## src/rtl/dct_pkg.sv

```systemverilog
// Shared types and helpers for the DCT row/column datapath: FSM states, row length,
// accumulator sizing and a width-parametrised signed saturation.
package dct_pkg;

   typedef enum logic [1:0] {LOAD, FETCH, DRAIN, OUT} state_t;

   localparam int ROW_LEN = 8;

   // Eight products summed: three guard bits above the full product width.
   function automatic int acc_width(input int sample_w, input int word_w);
      return sample_w + word_w + 3;
   endfunction

   function automatic logic signed [63:0] saturate(input logic signed [63:0] value,
                                                   input int width);
      logic signed [63:0] hi;
      logic signed [63:0] lo;
      hi = (64'sd1 <<< (width - 1)) - 64'sd1;
      lo = -(64'sd1 <<< (width - 1));
      if (value > hi) return hi;
      if (value < lo) return lo;
      return value;
   endfunction

endpackage

```

## src/rtl/dct_sat_round.sv

```systemverilog
// Combinational accumulator-to-output scaling: optional round, arithmetic shift, saturate.
// Build option: define DCT_ROUND_EN for round-half-up; otherwise the shift truncates toward -inf.
module dct_sat_round
   import dct_pkg::*;
#(
   parameter int ACC_W     = 35,
   parameter int FRAC_BITS = 14,
   parameter int OUT_WIDTH = 12
) (
   input  logic signed [ACC_W-1:0]     i_acc,
   output logic signed [OUT_WIDTH-1:0] o_data
);

   // One extra bit so the rounding bias can never wrap the accumulator.
   logic signed [ACC_W:0] w_biased;
   logic signed [ACC_W:0] w_shifted;

`ifdef DCT_ROUND_EN
   localparam logic signed [ACC_W:0] HALF = (ACC_W + 1)'(2 ** (FRAC_BITS - 1));
   assign w_biased = {i_acc[ACC_W-1], i_acc} + HALF;
`else
   assign w_biased = {i_acc[ACC_W-1], i_acc};
`endif

   assign w_shifted = w_biased >>> FRAC_BITS;
   assign o_data    = OUT_WIDTH'(saturate(64'(w_shifted), OUT_WIDTH));

endmodule

```

## src/rtl/dct_row_mac.sv

```systemverilog
// 1-D 8-point DCT row engine: loads a row, MACs it against ROM coefficients, streams y[0..7].
// Build option: DCT_ROUND_EN selects rounding in dct_sat_round; latency is unchanged.
module dct_row_mac
   import dct_pkg::*;
#(
   parameter int SAMPLE_WIDTH  = 8,
   parameter int WORD_WIDTH    = 24,
   parameter int ADDRESS_WIDTH = 6,
   parameter int FRAC_BITS     = 14,
   parameter int OUT_WIDTH     = 12
) (
   input  logic                            clk,
   input  logic                            rst,
   input  logic                            in_valid,
   output logic                            in_ready,
   input  logic signed [SAMPLE_WIDTH-1:0]  in_sample,
   output logic [ADDRESS_WIDTH-1:0]        rom_address,
   output logic                            rom_read_en,
   input  logic [WORD_WIDTH-1:0]           rom_data,
   output logic                            out_valid,
   input  logic                            out_ready,
   output logic signed [OUT_WIDTH-1:0]     out_data,
   output logic [2:0]                      out_index,
   output logic                            busy
);

   localparam int ACC_W  = acc_width(SAMPLE_WIDTH, WORD_WIDTH);
   localparam int PROD_W = SAMPLE_WIDTH + WORD_WIDTH;

   state_t                          r_state;
   logic [2:0]                      r_cnt;
   logic [2:0]                      r_k;
   logic [2:0]                      r_n_p1;
   logic                            r_vld_p1;
   logic signed [ACC_W-1:0]         r_acc;
   logic signed [SAMPLE_WIDTH-1:0]  r_x [ROW_LEN];
   logic                            r_in_ready;
   logic                            r_out_valid;
   logic                            r_rom_read_en;
   logic                            r_busy;
   logic [ADDRESS_WIDTH-1:0]        r_rom_address;
   logic signed [OUT_WIDTH-1:0]     r_out_data;

   logic                            w_accept;
   logic signed [PROD_W-1:0]        w_prod;
   logic signed [ACC_W-1:0]         w_acc_next;
   logic signed [OUT_WIDTH-1:0]     w_result;

   function automatic logic [ADDRESS_WIDTH-1:0] rom_addr(input logic [2:0] k,
                                                         input logic [2:0] n);
      return ADDRESS_WIDTH'({k, n});
   endfunction

   assign w_accept   = in_valid & r_in_ready;
   assign w_prod     = r_x[r_n_p1] * $signed(rom_data);
   assign w_acc_next = r_acc + ACC_W'(w_prod);

   dct_sat_round #(
      .ACC_W     (ACC_W),
      .FRAC_BITS (FRAC_BITS),
      .OUT_WIDTH (OUT_WIDTH)
   ) u_sat_round (
      .i_acc  (w_acc_next),
      .o_data (w_result)
   );

   // Stage p0: ROM address/strobe issued; stage p1: rom_data arrives and is accumulated.
   always_ff @(posedge clk or posedge rst) begin
      if (rst) begin
         r_state       <= LOAD;
         r_cnt         <= 3'd0;
         r_k           <= 3'd0;
         r_n_p1        <= 3'd0;
         r_vld_p1      <= 1'b0;
         r_acc         <= '0;
         r_in_ready    <= 1'b1;
         r_out_valid   <= 1'b0;
         r_out_data    <= '0;
         r_rom_read_en <= 1'b0;
         r_rom_address <= '0;
         r_busy        <= 1'b0;
      end else begin
         r_vld_p1 <= r_rom_read_en;
         r_n_p1   <= r_cnt;
         if (r_vld_p1) r_acc <= w_acc_next;
         case (r_state)
            LOAD: begin
               if (w_accept) begin
                  if (r_cnt == 3'd7) begin
                     r_state       <= FETCH;
                     r_cnt         <= 3'd0;
                     r_k           <= 3'd0;
                     r_acc         <= '0;
                     r_in_ready    <= 1'b0;
                     r_busy        <= 1'b1;
                     r_rom_read_en <= 1'b1;
                     r_rom_address <= rom_addr(3'd0, 3'd0);
                  end else begin
                     r_cnt <= r_cnt + 3'd1;
                  end
               end
            end
            FETCH: begin
               if (r_cnt == 3'd7) begin
                  r_state       <= DRAIN;
                  r_rom_read_en <= 1'b0;
               end else begin
                  r_cnt         <= r_cnt + 3'd1;
                  r_rom_address <= rom_addr(r_k, r_cnt + 3'd1);
               end
            end
            // The final product lands this cycle, so the result is taken from w_acc_next.
            DRAIN: begin
               r_state     <= OUT;
               r_out_valid <= 1'b1;
               r_out_data  <= w_result;
            end
            OUT: begin
               if (out_ready) begin
                  r_out_valid <= 1'b0;
                  r_cnt       <= 3'd0;
                  if (r_k == 3'd7) begin
                     r_state    <= LOAD;
                     r_in_ready <= 1'b1;
                     r_busy     <= 1'b0;
                     r_k        <= 3'd0;
                  end else begin
                     r_state       <= FETCH;
                     r_k           <= r_k + 3'd1;
                     r_acc         <= '0;
                     r_rom_read_en <= 1'b1;
                     r_rom_address <= rom_addr(r_k + 3'd1, 3'd0);
                  end
               end
            end
            default: r_state <= LOAD;
         endcase
      end
   end

   // Row register is pure data: every row overwrites all eight entries before use.
   always_ff @(posedge clk) begin
      if (w_accept) r_x[r_cnt] <= in_sample;
   end

   assign in_ready    = r_in_ready;
   assign out_valid   = r_out_valid;
   assign out_data    = r_out_data;
   assign out_index   = r_k;
   assign rom_read_en = r_rom_read_en;
   assign rom_address = r_rom_address;
   assign busy        = r_busy;

endmodule

```

## config.mk

```make
export PLATFORM = sky130hd
export DESIGN_NAME = dct_row_mac
export DESIGN_NICKNAME = d
export VERILOG_FILES = /design/src/rtl/dct_pkg.sv /design/src/rtl/dct_sat_round.sv /design/src/rtl/dct_row_mac.sv
export SDC_FILE = /design/constraint.sdc
export NUM_CORES = 1
export LEC_CHECK = 0
export ABC_AREA = 1
export CORE_AREA = 2 2 164 150
export DETAILED_ROUTE_END_ITERATION = 6
export DIE_AREA = 0 0 166 152
export HOLD_SLACK_MARGIN = 0.15
export PLACE_DENSITY = 0.89
export SYNTH_ARGS = -nofsm -noshare
export SYNTH_HDL_FRONTEND = slang
export SYNTH_SLANG_ARGS = --single-unit
```

## constraint.sdc

```tcl
create_clock -name clk -period 8.05 [get_ports clk]
set_input_delay 0.805 -clock clk [delete_from_list [all_inputs] [get_ports clk]]
set_output_delay 0.805 -clock clk [all_outputs]
set_load 0.005 [all_outputs]
```

# Word-level counts from Yosys, hierarchy flattened
# Memories as Yosys holds them, arrays and structs flattened.
# Cells that the tools add are included.
# W data, S select, Z words.
# op_classes
n_addsub,3
n_mul,1
n_div,0
magnitude_cmp,2
n_eq_ne,12
n_shift,0
mux,52
bitwise,1
reduce_logical,11
# op_table
op,count
$mux W35,5
$pmux W35 S2,1
$mux W12,4
$add A35 B32 Y35,1
$mul A8 B24 Y32,1
$mux W6,5
$mux W3,8
$gt A21 B12 Y1 const B,1
$lt A21 B12 Y1 const B,1
$pmux W6 S3,1
$mux W1,17
$ne A2 B2 Y1 const B,7
$reduce_and A4 Y1,3
$reduce_and A6 Y1,2
$pmux W3 S3,1
$mux W2,4
$pmux W2 S4,1
$add A3 B1 Y3 const B,2
$eq A3 B3 Y1 const B,2
$pmux W1 S2,3
$pmux W3 S2,1
$reduce_and A5 Y1,1
$eq A2 B2 Y1 const B,2
$reduce_bool A2 Y1,2
6 further kinds,6
# totals
reg_bits,69
latch_bits,0
mem_bits_rw,64
rom_bits,0
in_bits,36
out_inout_bits,25
wordCells,95
memories,1
# memory_table
name,depth,word_bits,rd,rd_ports_with_merged_regs,wr,line_no,text
r_x,8,8,1,0,1,dct_row_mac.sv:36,logic signed [SAMPLE_WIDTH-1:0] r_x [ROW_LEN];

# Longest topological paths before layout
# An unclocked memory read counts as a cell.
# logic_depth
word_depth,8
depth_mapped,35
ltp_nobuf,31

# Modules after synthesis
# From an unflattened synthesis, not the netlist that was laid out.
# hier_totals
cells_unflattened,1735
hier_area_um2,14345.0
# by_module_without_submodules
module,n_inst,cells_each,area_per_inst_um2,seq_area_each_um2
dct_row_mac,1,1694,14163.6,3649.8
dct_sat_round,1,41,181.4,0.0

# Worst setup path after synthesis
# OpenSTA, ideal clock, no wires.
# synth_path
kind,register to register
start,register r_n_p1[0]
end,register r_out_data[0] (netlist: out_data[0])
arrival_time_ns,5.920
slack_ns,2.010
stages_incl_launch_ff,29
n_path_buf,4
period_less_slack_ns,6.040
cell_sequence,dfrtp_1 clkbuf_1 clkbuf_1 mux2i_1 o221ai_1 o21ai_1 clkbuf_1 nor2_1 fa_1 inv_1 fa_1 inv_1 fa_1 fa_1 fa_1 ha_1 nand2_1 nand3_1 nand3_1 nand3b_2 nand2_1 nand2_1 nand2_1 nand2_1 nor2_1 nand3_1 a21oi_2 buf_6 a21oi_2
# synth_via
elab_chain_len,8
elab_cells_between_ends,11
# synth_lines
item,line_no,text
"start, declared",dct_row_mac.sv:33,logic [2:0] r_n_p1;
"start signal, assigned",dct_row_mac.sv:84,r_n_p1 <= r_cnt;
$mem_v2 Z8 W8 (*),n/a,
$mul A8 B24 Y32 (*),dct_row_mac.sv:55,assign w_prod = r_x[r_n_p1] * $signed(rom_data);
$add A35 B32 Y35 (*),dct_row_mac.sv:56,assign w_acc_next = r_acc + ACC_W'(w_prod);
$lt A21 B12 Y1,dct_pkg.sv:21,if (value < lo) return lo;
$mux W1 (2 in series),dct_pkg.sv:21,
$mux W12,dct_pkg.sv:22,return value;
$mux W12 (*),dct_pkg.sv:21,
"end signal, assigned",dct_row_mac.sv:116,r_out_data <= w_result;
"end, declared",dct_row_mac.sv:42,logic signed [OUT_WIDTH-1:0] r_out_data;
# Every way passes the cells marked *; elsewhere a longest branch is shown, timed or not. The select of a mux whose other input is x is not followed.
# A chain may end at the register's enable or synchronous reset.

# Worst setup path after layout
# layout_path
start,register r_n_p1[0]
end,register r_out_data[10] (netlist: out_data[10])
# Same word-level chain as after synthesis.

==> summary.txt <==
Run status
  • Outcome: complete, no violations

Global route
  • First-pass GRT wire length: slightly below 60000 um
  • GR peak layer: met2
  • Antenna violations before repair: 0
  • Number of global-route vias before repair: about 12000
  • Largest net degree at the start of global routing: 70
  • GR Util All Layers: 0.2903
  • Met3 Track Usage GR: 0.07215
  • Overflow after GRT: 0
  • Met2 usage: 0.4622
  • GRT met1 Usage: 0.3923

Synth
  • EDFF count, synth: 64
  • YS warnings: 0
  • #FFs+latches synth: roughly 130
  • Sequential area share after synthesis: 0.2627
  • Most common library cells after synthesis: nand2_1, inv_1, nor2_1
  • Library cells used by synthesis: 42
  • Synthesized cell area: around 14000 um2
  • Post-synth top area cell: fa_1
  • Syn nets: a little under 2000
  • Synth Area per Inst: about 8.6 um2
  • Synth Instances: around 1600
  • Post-synth top area share: 0.2824
  • Most used DFF post-synth: dfrtp_1
  • Area contributors post-synth: fa_1, edfxtp_1, dfrtp_1
  • Cell with the most instances after synthesis: nand2_1
  • Asr flop ratio synth: 0.5188

Place
  • Hpwl dp: roughly 28000 um
  • PortBufs: 60
  • Post-place setup slack: just under 0.7 ns
  • Final Wtd Congestion: 1.072

Setup path
  • Critical path, cell by cell: clkinv_1 > nor2_1 > o32ai_1 > o21ai_2 > nor2_1 > fa_1 > inv_1 > fa_1 > fa_1 > inv_1 > fa_1 > ha_1 > ha_1 > a21oi_1 > nand2_1 > nor2_1 > nand4_1 > nand2_1 > nand2_1 > nor2_1 > nand3_1 > a21oi_2 > a21oi_1
  • R2R Path End: out_data[10]
  • Reg2reg start: r_n_p1[0]
  • Category of the worst setup path capture point: flop
  • CP Max Fanout: 24
  • Worst EP arrival: just under 8 ns
  • R2R depth: 23
  • Critical path's largest stage delay: roughly 0.93 ns
  • Worst Setup Start Kind: flop
  • Worst Setup Path Type: reg2reg
  • Reg2reg setup slack: 0.63 ns
  • CP required: 8.33 ns
  • CP max stage cell: o21ai_2

STA
  • Fin. Hold Viols: 0
  • Slew Limit Headroom: 0.1751
  • RSZ-0062 raised after global routing: no
  • PnR worst setup slack: ~0.63 ns
  • Sum Neg Setup Slack: 0 ns
  • Pins over their slew limit: 0
  • Layout Skew: roughly 0.016 ns
  • Endpoints failing setup: 0
  • Tmin final: between 7 and 8 ns
  • Achievable clock frequency: approximately 130 MHz
  • Period utilization: 0.9221
  • Tightest Pin Transition: 1.237 ns

Route
  • Routed vias/inst: 5.512
  • Drc violations: 0
  • Drt total wl: between 30000 and 40000 um
  • Initial drt markers: 1078
  • Routed WL per cell: 17.47 um
  • Routed vias: ~11000
  • Post-route ant nets: 0
  • First-pass iteration count of the detailed router: 6

Floorplanning
  • Row count: 54
  • Num ports: 61
  • Die area: approximately 25000 um2
  • DIE WIDTH: 166 um
  • Die H: ~150 um
  • Core region area: around 24000 um2
  • Starting Density: 0.5859

Hold path
  • Worst Hold Launch: rom_read_en
  • Hold Path Cell Cnt: 0
  • Min-Delay Path Class: reg2reg
  • Hold endpoint: r_vld_p1

Clock network
  • Clk sink count: between 100 and 150
  • CTS buffer count: 17
  • CTS root buf: clkbuf_16
  • # resized after CTS: 0
  • Clock tree buffer depth: 2
  • Worst-Skew Late Latency: roughly 0.43 ns
  • Hold_buf cts: 0
  • H-tree depth: 4
  • CTS tree: done
  • Post-CTS Setup Repair Bufs: 0
  • Register clock-pin slew on the reported worst setup and hold paths: approximately 0.060 ns

Finish
  • Area Overhead vs Synth: 10.79%
  • Number of nets in the layout: 1976
  • ANT cells: 0
  • Ratio of cells with drive above 1 in the final layout: 0.05380
  • Fillers: between 1500 and 2000
  • Final Util: 0.6492

Flow run
  • Maxcap violations: 0
==> metrics by stage <==
stage / hold WS (ns) / cells / instance area [um2]
6_report: 0.4255 / 1981 / 15390
5_1_grt: 0.4460 / 1981 / 15390
4_1_cts: 0.4303 / 1981 / 15390
3_5_place_dp: 0.4097 / 1949 / 14800
3_3_place_gp: 0.3928 / 1949 / 14800
2_1_floorplan: 0.3964 / 1610 / 13900
==> cells by family after synthesis <==
kind of cell	Yosys count	share of synthesized area
simple gates	652	0.1896
xor+xnor	22	0.01387
buf+inv	378	0.1042
mux	13	0.009364
compound gates	132	0.06231
fa+ha+maj	280	0.3580
flops	133	0.2627
==> flip-flops by register name, summed over array words and instances, names as in the netlist <==
signal and cells:
out_index 3, out_valid 1, busy 1, r_vld_p1 1, rom_address 6, r_cnt 3, r_n_p1 3, r_acc 35
out_data 12, r_x 64, in_ready 1, rom_read_en 1, r_state 2
==> final cells by class <==
class                           instances  area (um2)  area share
Clock buffer                           17       425.4     0.02763
Multi-Input combinational cell       1099        8812      0.5724
Clock inverter                         15       168.9     0.01097
Inverter                              338        1269     0.08241
Sequential cell                       133        3651      0.2372
Tap cell                              308       385.4     0.02503
Timing Repair Buffer                   71       683.2     0.04438
==> how the worst max path moves through the flow <==
stage | start | to | slack, ns | cells after the start
6_report | r_n_p1[0] | out_data[10] | 0.63 | 23
4_1_cts | r_n_p1[1] | out_data[10] | 0.48 | 25
3_5_place_dp | r_n_p1[1] | out_data[10] | 0.68 | 29
3_3_place_gp | rom_data[23] | out_data[10] | 0.88 | 26
2_1_floorplan | r_n_p1[0] | out_data[0] | 2.01 | 28
5_1_grt | r_n_p1[0] | out_data[10] | 0.18 | 28
==> placed cells by master, fill, tap and decap left out, types with 4 or more instances in the layout <==
| cell type | count |
|---|---|
| edfxtp_1 | 64 |
| a31oi_1 | 6 |
| o211ai_1 | 32 |
| nand2_1 | 340 |
| inv_6 | 4 |
| mux2i_1 | 13 |
| nand2_2 | 10 |
| o221ai_1 | 13 |
| xnor2_1 | 11 |
| nand3_1 | 28 |
| nor2_2 | 9 |
| inv_1 | 334 |
| ha_1 | 84 |
| xor2_1 | 11 |
| clkdlybuf4s50_1 | 60 |
| a21oi_1 | 22 |
| nand3_2 | 6 |
| buf_4 | 11 |
| a21oi_2 | 11 |
| nand4_1 | 11 |
| fa_1 | 196 |
| o21ai_0 | 36 |
| dfrtp_1 | 67 |
| nor2_1 | 237 |
| clkbuf_16 | 17 |
==> per-layer routing <==
metal  up-vias  part of all wire
met5         -                 0
met4         0             0.032
met3        83             0.089
met2       479              0.46
met1      5339              0.42
li1       5019                 -
==> critical path, delay by kind of cell, from the launching register on <==
family / cells / cell delay, ns
adder cells (fa/ha/maj): 6 / 2.85
AO/OA/AOI/OAI: 5 / 2.15
AND/OR/NAND/NOR: 9 / 1.31
buffers and inverters: 3 / 0.57
flip-flops: 1 / 0.39
Power is not shown: default switching activity piles up to over one toggle a cycle in this logic, so the estimate is an artifact.
